File: config.mk
export PLATFORM = sky130hd
export DESIGN_NAME = tns_decoder_27
export DESIGN_NICKNAME = d
export VERILOG_FILES = /design/src/rtl/tns_decoder_27_pkg.sv /design/src/rtl/tns_decoder_27_group_weight.sv /design/src/rtl/tns_decoder_27.sv
export SDC_FILE = /design/constraint.sdc
export NUM_CORES = 1
export LEC_CHECK = 0
export BUFFER_PORTS_ARGS = -buffer_cell sky130_fd_sc_hd__clkbuf_2
export CAP_MARGIN = 20
export CORE_MARGIN = 2
export CORE_UTILIZATION = 55
export CTS_CLUSTER_SIZE = 14
export DETAILED_ROUTE_END_ITERATION = 8
export PLACE_DENSITY = 0.77
export REMOVE_ABC_BUFFERS = 1
export SYNTH_ARGS = -nofsm -noshare
export SYNTH_HDL_FRONTEND = slang
export SYNTH_SLANG_ARGS = --single-unit
export TNS_END_PERCENT = 50
File: constraint.sdc
create_clock -name clock -period 3.22 [get_ports clock]
set_input_delay 0.161 -clock clock [delete_from_list [all_inputs] [get_ports clock]]
set_output_delay 0.161 -clock clock [all_outputs]
set_load 0.03 [all_outputs]
File: src/rtl/tns_decoder_27_pkg.sv
// rtl/tns_decoder_27_pkg.sv - shared widths, TNS group weights and FSM encodings
package tns_decoder_27_pkg;

    localparam int BLEN09     = 18;
    localparam int DW         = BLEN09;
    localparam int CW         = 27;
    localparam int TNS_GROUPS = 9;

    typedef logic [DW:0] term_t;

    // Each group carries one redundant base-4 digit: A = 2*base, B = C = base.
    localparam term_t TNS09_A = term_t'(131072);
    localparam term_t TNS09_B = term_t'(65536);
    localparam term_t TNS09_C = term_t'(65536);
    localparam term_t TNS08_A = term_t'(32768);
    localparam term_t TNS08_B = term_t'(16384);
    localparam term_t TNS08_C = term_t'(16384);
    localparam term_t TNS07_A = term_t'(8192);
    localparam term_t TNS07_B = term_t'(4096);
    localparam term_t TNS07_C = term_t'(4096);
    localparam term_t TNS06_A = term_t'(2048);
    localparam term_t TNS06_B = term_t'(1024);
    localparam term_t TNS06_C = term_t'(1024);
    localparam term_t TNS05_A = term_t'(512);
    localparam term_t TNS05_B = term_t'(256);
    localparam term_t TNS05_C = term_t'(256);
    localparam term_t TNS04_A = term_t'(128);
    localparam term_t TNS04_B = term_t'(64);
    localparam term_t TNS04_C = term_t'(64);
    localparam term_t TNS03_A = term_t'(32);
    localparam term_t TNS03_B = term_t'(16);
    localparam term_t TNS03_C = term_t'(16);
    localparam term_t TNS02_A = term_t'(8);
    localparam term_t TNS02_B = term_t'(4);
    localparam term_t TNS02_C = term_t'(4);
    localparam term_t TNS01_A = term_t'(2);
    localparam term_t TNS01_B = term_t'(1);

    typedef enum logic [1:0] {
        IDLE = 2'd0,
        RUN  = 2'd1,
        DONE = 2'd2
    } state_t;

endpackage

File: src/rtl/tns_decoder_27_group_weight.sv
// rtl/tns_decoder_27_group_weight.sv - weighted term of one 3-bit codeword group
module tns_group_weight
    import tns_decoder_27_pkg::*;
(
    input  logic [3:0]  index,
    input  logic [2:0]  bits,
    output logic [DW:0] term
);

    term_t wa;
    term_t wb;
    term_t wc;

    // index 0 is group 1 (least significant), index 8 is group 9
    always_comb begin
        wa = '0;
        wb = '0;
        wc = '0;
        case (index)
            4'd8: begin wa = TNS09_A; wb = TNS09_B; wc = TNS09_C; end
            4'd7: begin wa = TNS08_A; wb = TNS08_B; wc = TNS08_C; end
            4'd6: begin wa = TNS07_A; wb = TNS07_B; wc = TNS07_C; end
            4'd5: begin wa = TNS06_A; wb = TNS06_B; wc = TNS06_C; end
            4'd4: begin wa = TNS05_A; wb = TNS05_B; wc = TNS05_C; end
            4'd3: begin wa = TNS04_A; wb = TNS04_B; wc = TNS04_C; end
            4'd2: begin wa = TNS03_A; wb = TNS03_B; wc = TNS03_C; end
            4'd1: begin wa = TNS02_A; wb = TNS02_B; wc = TNS02_C; end
            4'd0: begin wa = TNS01_A; wb = TNS01_B; wc = term_t'(1); end
            default: begin wa = '0; wb = '0; wc = '0; end
        endcase
    end

    assign term = ({(DW+1){bits[2]}} & wa)
                + ({(DW+1){bits[1]}} & wb)
                + ({(DW+1){bits[0]}} & wc);

endmodule

File: src/rtl/tns_decoder_27.sv
// rtl/tns_decoder_27.sv - iterative 27-bit TNS codeword decoder, one group per cycle
module tns_decoder_27
    import tns_decoder_27_pkg::*;
(
    input  logic          clock,
    input  logic          reset,
    input  logic [CW-1:0] codein,
    input  logic          code_valid,
    output logic          code_ready,
    output logic [DW-1:0] dataout,
    output logic          data_valid,
    input  logic          data_ready,
    output logic          code_err
);

    state_t        state;
    state_t        state_nx;
    logic [CW-1:0] code_q;
    logic [DW-1:0] acc;
    logic          ovf;
    logic [3:0]    grp;
    logic [DW:0]   term;
    logic [DW:0]   acc_sum;

    // code_q shifts left each RUN cycle, so its top group is always the one for grp
    tns_group_weight u_weight (
        .index (grp),
        .bits  (code_q[CW-1:CW-3]),
        .term  (term)
    );

    assign acc_sum = {1'b0, acc} + term;

    always_ff @(posedge clock) begin
        if (reset) begin
            state <= IDLE;
        end else begin
            state <= state_nx;
        end
    end

    always_comb begin
        state_nx = state;
        case (state)
            IDLE:    if (code_valid) state_nx = RUN;
            RUN:     if (grp == 4'd0) state_nx = DONE;
            DONE:    if (data_ready) state_nx = IDLE;
            default: state_nx = IDLE;
        endcase
    end

    always_ff @(posedge clock) begin
        if (reset) begin
            code_q <= '0;
            acc    <= '0;
            ovf    <= 1'b0;
            grp    <= '0;
        end else begin
            case (state)
                IDLE: begin
                    if (code_valid) begin
                        code_q <= codein;
                        acc    <= '0;
                        ovf    <= 1'b0;
                        grp    <= 4'(TNS_GROUPS - 1);
                    end
                end
                RUN: begin
                    acc    <= acc_sum[DW-1:0];
                    ovf    <= ovf | acc_sum[DW];
                    code_q <= {code_q[CW-4:0], 3'b000};
                    if (grp != 4'd0) grp <= grp - 4'd1;
                end
                default: ;
            endcase
        end
    end

    always_comb begin
        code_ready = (state == IDLE);
        data_valid = (state == DONE);
        dataout    = (state == DONE) ? acc : '0;
        code_err   = (state == DONE) & ovf;
    end

endmodule

==> results summary <==
The flow ran to the end, and the final reports show no timing, DRC or antenna violations. The largest individual stage delay along the critical path comes from the cell fa_1. The number of maximum-capacitance violations came out at 0. After routing, the total negative slack on setup checks comes to 0 ns. Dividing the detail-routed via count by the number of cells gives approximately 5.6. The number of standard-cell rows in the floorplan came out at 29. The width of the die came out at 86.14 um. The number of flip-flops and latches in the synthesized netlist came out at between 60 and 70. The maximum level of the CTS H-tree is 3. In this run the most critical hold path is launched from codein[1]. The worst-case IR drop observed on VDD is around 0.0004 V.

The areal power density over the cells is 499.5 nW/um^2. The initial antenna violation count is 0. The count of synthesis-stage warnings from yosys came out at 0. The clock latency of the later-clocked register in the worst-skew pair came out at between 0.3 and 0.4 ns. In this run the critical register-to-register path is launched from code_q[25]. The critical path goes through and2_1, fa_1, inv_1, fa_1, nor2b_1, o211ai_1, a21boi_1, a21oi_1, a41oi_1, xor2_1, a22o_1. The die is between 80 and 90 um tall.

The buffer depth of the longest clock path is 2. The final cell utilization of the core came out at between 60% and 70%. The first-pass detailed-route iteration total came out at 4. The post-route netlist has 15.91% of its cells at a drive strength greater than 1. The data arrival time of the worst path is around 3.3 ns.

The mean cell area of the mapped netlist came out at between 8 and 9 sq um. Measured against its own limit, the worst slew margin works out to approximately a third. The maximum fanout count along the critical path is 10.

The number of global-route vias before repair came to around 3200. The post-CTS setup buffer count is 0. The final setup violation count is 0. The area growth from synthesis to layout is 14.13%.

The routed design could run at a clock period as short as ~3.0 ns. The worst setup path is of the reg2reg kind. The internal reg-to-reg setup slack came out at approximately 0.2 ns. The critical path's top delay family is compound AO/OA/AOI/OAI gates.

The count of different cell masters after synthesis came out at 45. The clock network fraction of design power came out at roughly a third. On the final layout, the worst clock skew is about 0.0079 ns.

The estimated wirelength of the detail-placed design came out at 6.044 mm. For this block, the initial DRC count from the detailed router was 135. The final weighted congestion in routability-driven placement came out at about 0.9. The worst hold path belongs to the class in2reg. The number of clock buffers inserted by TritonCTS is 9. The hold path endpoint is code_q[1]. The number of remaining DRC errors came out at 0. The total routing usage reported by global routing came out at between 20% and 30%. Setup repair after global routing left no endpoint under its margin. In this design, the critical path's most frequently occurring cell is fa_1. The count of cells along the worst hold path came out at 3. The post-synthesis cell count is about 460. The sequential group share of total power came out at between 40% and 50%. The total power draw is 2.116 mW.

The worst setup path is captured at a flip-flop. The cell-internal power came out at around 1.4 mW. The largest single stage delay on the critical path is roughly 0.53 ns. The max-slew violation total from the final report is 0.

The starting utilization of the core area is between 50% and 60%. The post-cts hold buffer count is 0. The switching power of the nets came out at between 0.7 and 0.8 mW. The count of input and output buffers came out at 51. The final layout contains roughly 570 nets. The area of the die is approximately 7400 sq um. The part of the total power dissipated in combinational logic is a little under a quarter. The total congestion overflow came out at 0. For the pin with the worst max-slew slack, the measured transition is just over 1 ns. Counting both buffers and inverters, the worst setup path holds a total of 1. The area after detailed placement came out at ~4000 sq um. The critical path startpoint category is a flip-flop.

The worst register-to-register path ends at acc[17]. The routed wirelength normalized by instance count came out at 14.24 um. The antenna diode count is 0. The finished cells cover around 4200 sq um. In this run switching power makes up roughly a third of total power. The cell leakage power is 1.957 nW. The number of sinks driven by the clock tree came out at slightly above 60. 52 I/O pins were placed.

The cell total after placement came out at 570. After synthesis the cells add up to about 3700 sq um. The detail route stage leaves a number of antenna-violating nets equal to 0. The final critical-path share of the clock period came out at 93.71%. The required time of the critical path is about 3.5 ns. The total count of hold-check failures in the final report came out at 0. Wires add up to between 8 and 9 mm. The first-pass GRT wire length is 14.08 mm. The worst register-to-register path has a depth of 11. Once layout is complete, the cells apart from fillers number just under 600.

The maximum number of pins on one net before global-route repair came out at a little under 50. After clock tree synthesis, the clock-pin slew on the worst setup and hold paths is 0.08 ns. The area of the core came out at roughly 6400 sq um. The tree is rooted in a clkbuf_8. The maximum achievable frequency is approximately 0.33 GHz.

The TritonCTS clock tree is yes. The overall via count from detail_route came out at 3293. Of the synthesized area, sequential elements account for 32.91%.
[metrics by stage]
| step | hold WS (ns) | setup slack, ns |
|---|---|---|
| 4_1_cts | 0.03711 | 0.1027 |
| 6_report | 0.04826 | 0.2025 |
| 3_3_place_gp | 0.4068 | 0.2291 |
| 5_1_grt | 0.05501 | 0.03337 |
| 2_1_floorplan | 0.2301 | 0.1695 |
| 3_5_place_dp | 0.4110 | 0.1052 |
[area by class of cell]
cell class / instances / area [sq um]
clock buffers: 9 / 123.9
clock inverters: 7 / 73.82
fillers: 556 / 2187
inverters: 21 / 78.83
multi-input cells: 354 / 2338
flip-flops and latches: 61 / 1224
well taps: 77 / 96.34
repair buffers: 57 / 300.3
[Yosys cell counts]
| cell | count | area (sq um) |
|---|---|---|
| nand2_1 | 73 | 274.0 |
| nor2_1 | 66 | 247.7 |
| dfxtp_1 | 61 | 1221 |
| and2_1 | 39 | 244.0 |
| ha_1 | 28 | 350.3 |
| a311oi_1 | 25 | 219.0 |
| clkbuf_1 | 21 | 78.83 |
| inv_1 | 21 | 78.83 |
| a21oi_1 | 17 | 85.08 |
| fa_1 | 10 | 200.2 |
| a22oi_1 | 9 | 67.56 |
| o21ai_0 | 9 | 45.04 |
| nor3_1 | 8 | 40.04 |
| a22o_1 | 7 | 61.31 |
| xnor2_1 | 7 | 61.31 |
| o21a_1 | 6 | 45.04 |
| xor2_1 | 6 | 52.55 |
| nor2b_1 | 4 | 25.02 |
| a32o_1 | 3 | 30.03 |
| nand2b_1 | 3 | 18.77 |
| nand3_1 | 3 | 15.01 |
| o31ai_1 | 3 | 22.52 |
| or3_1 | 3 | 18.77 |
| a211oi_1 | 2 | 15.01 |
| a21o_1 | 2 | 15.01 |
| o211ai_1 | 2 | 15.01 |
| o21bai_1 | 2 | 15.01 |
| a21boi_0 | 1 | 7.510 |
| a21boi_1 | 1 | 7.510 |
| a21oi_2 | 1 | 8.760 |
| a31o_2 | 1 | 8.760 |
| a31oi_1 | 1 | 6.260 |
| a32oi_1 | 1 | 8.760 |
| a41o_1 | 1 | 10.01 |
| a41oi_1 | 1 | 8.760 |
| and3_1 | 1 | 6.260 |
| and4_1 | 1 | 8.760 |
| buf_1 | 1 | 3.750 |
| nor3_2 | 1 | 10.01 |
| nor3b_1 | 1 | 7.510 |
| nor4_1 | 1 | 6.260 |
| o21ai_4 | 1 | 16.27 |
| o22ai_1 | 1 | 6.260 |
| o31a_1 | 1 | 8.760 |
| o41ai_1 | 1 | 8.760 |
[worst max-delay path by stage]
stage / startpoint / to / cells after the start
2_1_floorplan: state[0] / u_weight.wc[8] / 5
3_3_place_gp: code_q[25] / ovf / 10
3_5_place_dp: code_q[25] / acc[17] / 13
4_1_cts: code_q[25] / acc[17] / 13
5_1_grt: code_q[25] / acc[17] / 13
6_report: code_q[25] / acc[17] / 11
[per-layer routing]
layer | share of wire, % | track usage, %
met5 | 0 | 0
met4 | 1.0 | 7.215
met3 | 5.1 | 6.641
met2 | 47 | 37.91
met1 | 47 | 30.90
[worst register-to-register path: cells and delay by family, from the launching register on]
kind	cells	cell delay (ns)
AOI/OAI and AO/OA	5	1.06
DFF	1	0.38
adders and majority gates	2	0.99
buffers and inverters	1	0.07
and+or+nand+nor	2	0.34
xor gates and xnor gates	1	0.09
[layout by cell type (no fill, tap or decap), types with 6 or more instances in the layout]
cell      count
nand2_1      73
nor2_1       65
dfxtp_1      59
clkbuf_2     51
and2_1       39
ha_1         28
a311oi_1     25
inv_1        21
a21oi_1      17
fa_1         10
a22oi_1       9
o21ai_0       9
clkbuf_8      9
nor3_1        8
a22o_1        7
xnor2_1       7
o21a_1        6
xor2_1        6
buf_4         6
[kinds of logic after synthesis]
| logic type | count (synthesis) | synth area share [%] |
|---|---|---|
| AOI/OAI and AO/OA | 99 | 19.99 |
| xor gates and xnor gates | 13 | 3.068 |
| adders and majority gates | 38 | 14.83 |
| buffers and inverters | 43 | 4.349 |
| DFF | 61 | 32.91 |
| and+or+nand+nor | 204 | 24.85 |
[state kept, by name, indices dropped and copies added (netlist names)]
register     cells
u_weight.wb      1
acc             18
ovf              1
u_weight.wc      8
grp              4
code_q          27
state            2
[power by group through the flow]
stage / combinational [mW] / clock (mW) / sequential, mW
after floorplan: 0.360 / 0 / 0.919
after global routing: 0.572 / 0.724 / 0.944
after detailed placement: 0.499 / 0 / 0.947
final: 0.501 / 0.684 / 0.931
after CTS: 0.502 / 0.694 / 0.930
after global placement: 0.488 / 0 / 0.940
[what timing repair did]
item	in CTS	in global routing
setup endpoints to repair	0	5
gates resized for setup	0	2
hold endpoints to repair	0	0
Note: power is estimated with default switching activity, not from simulation.
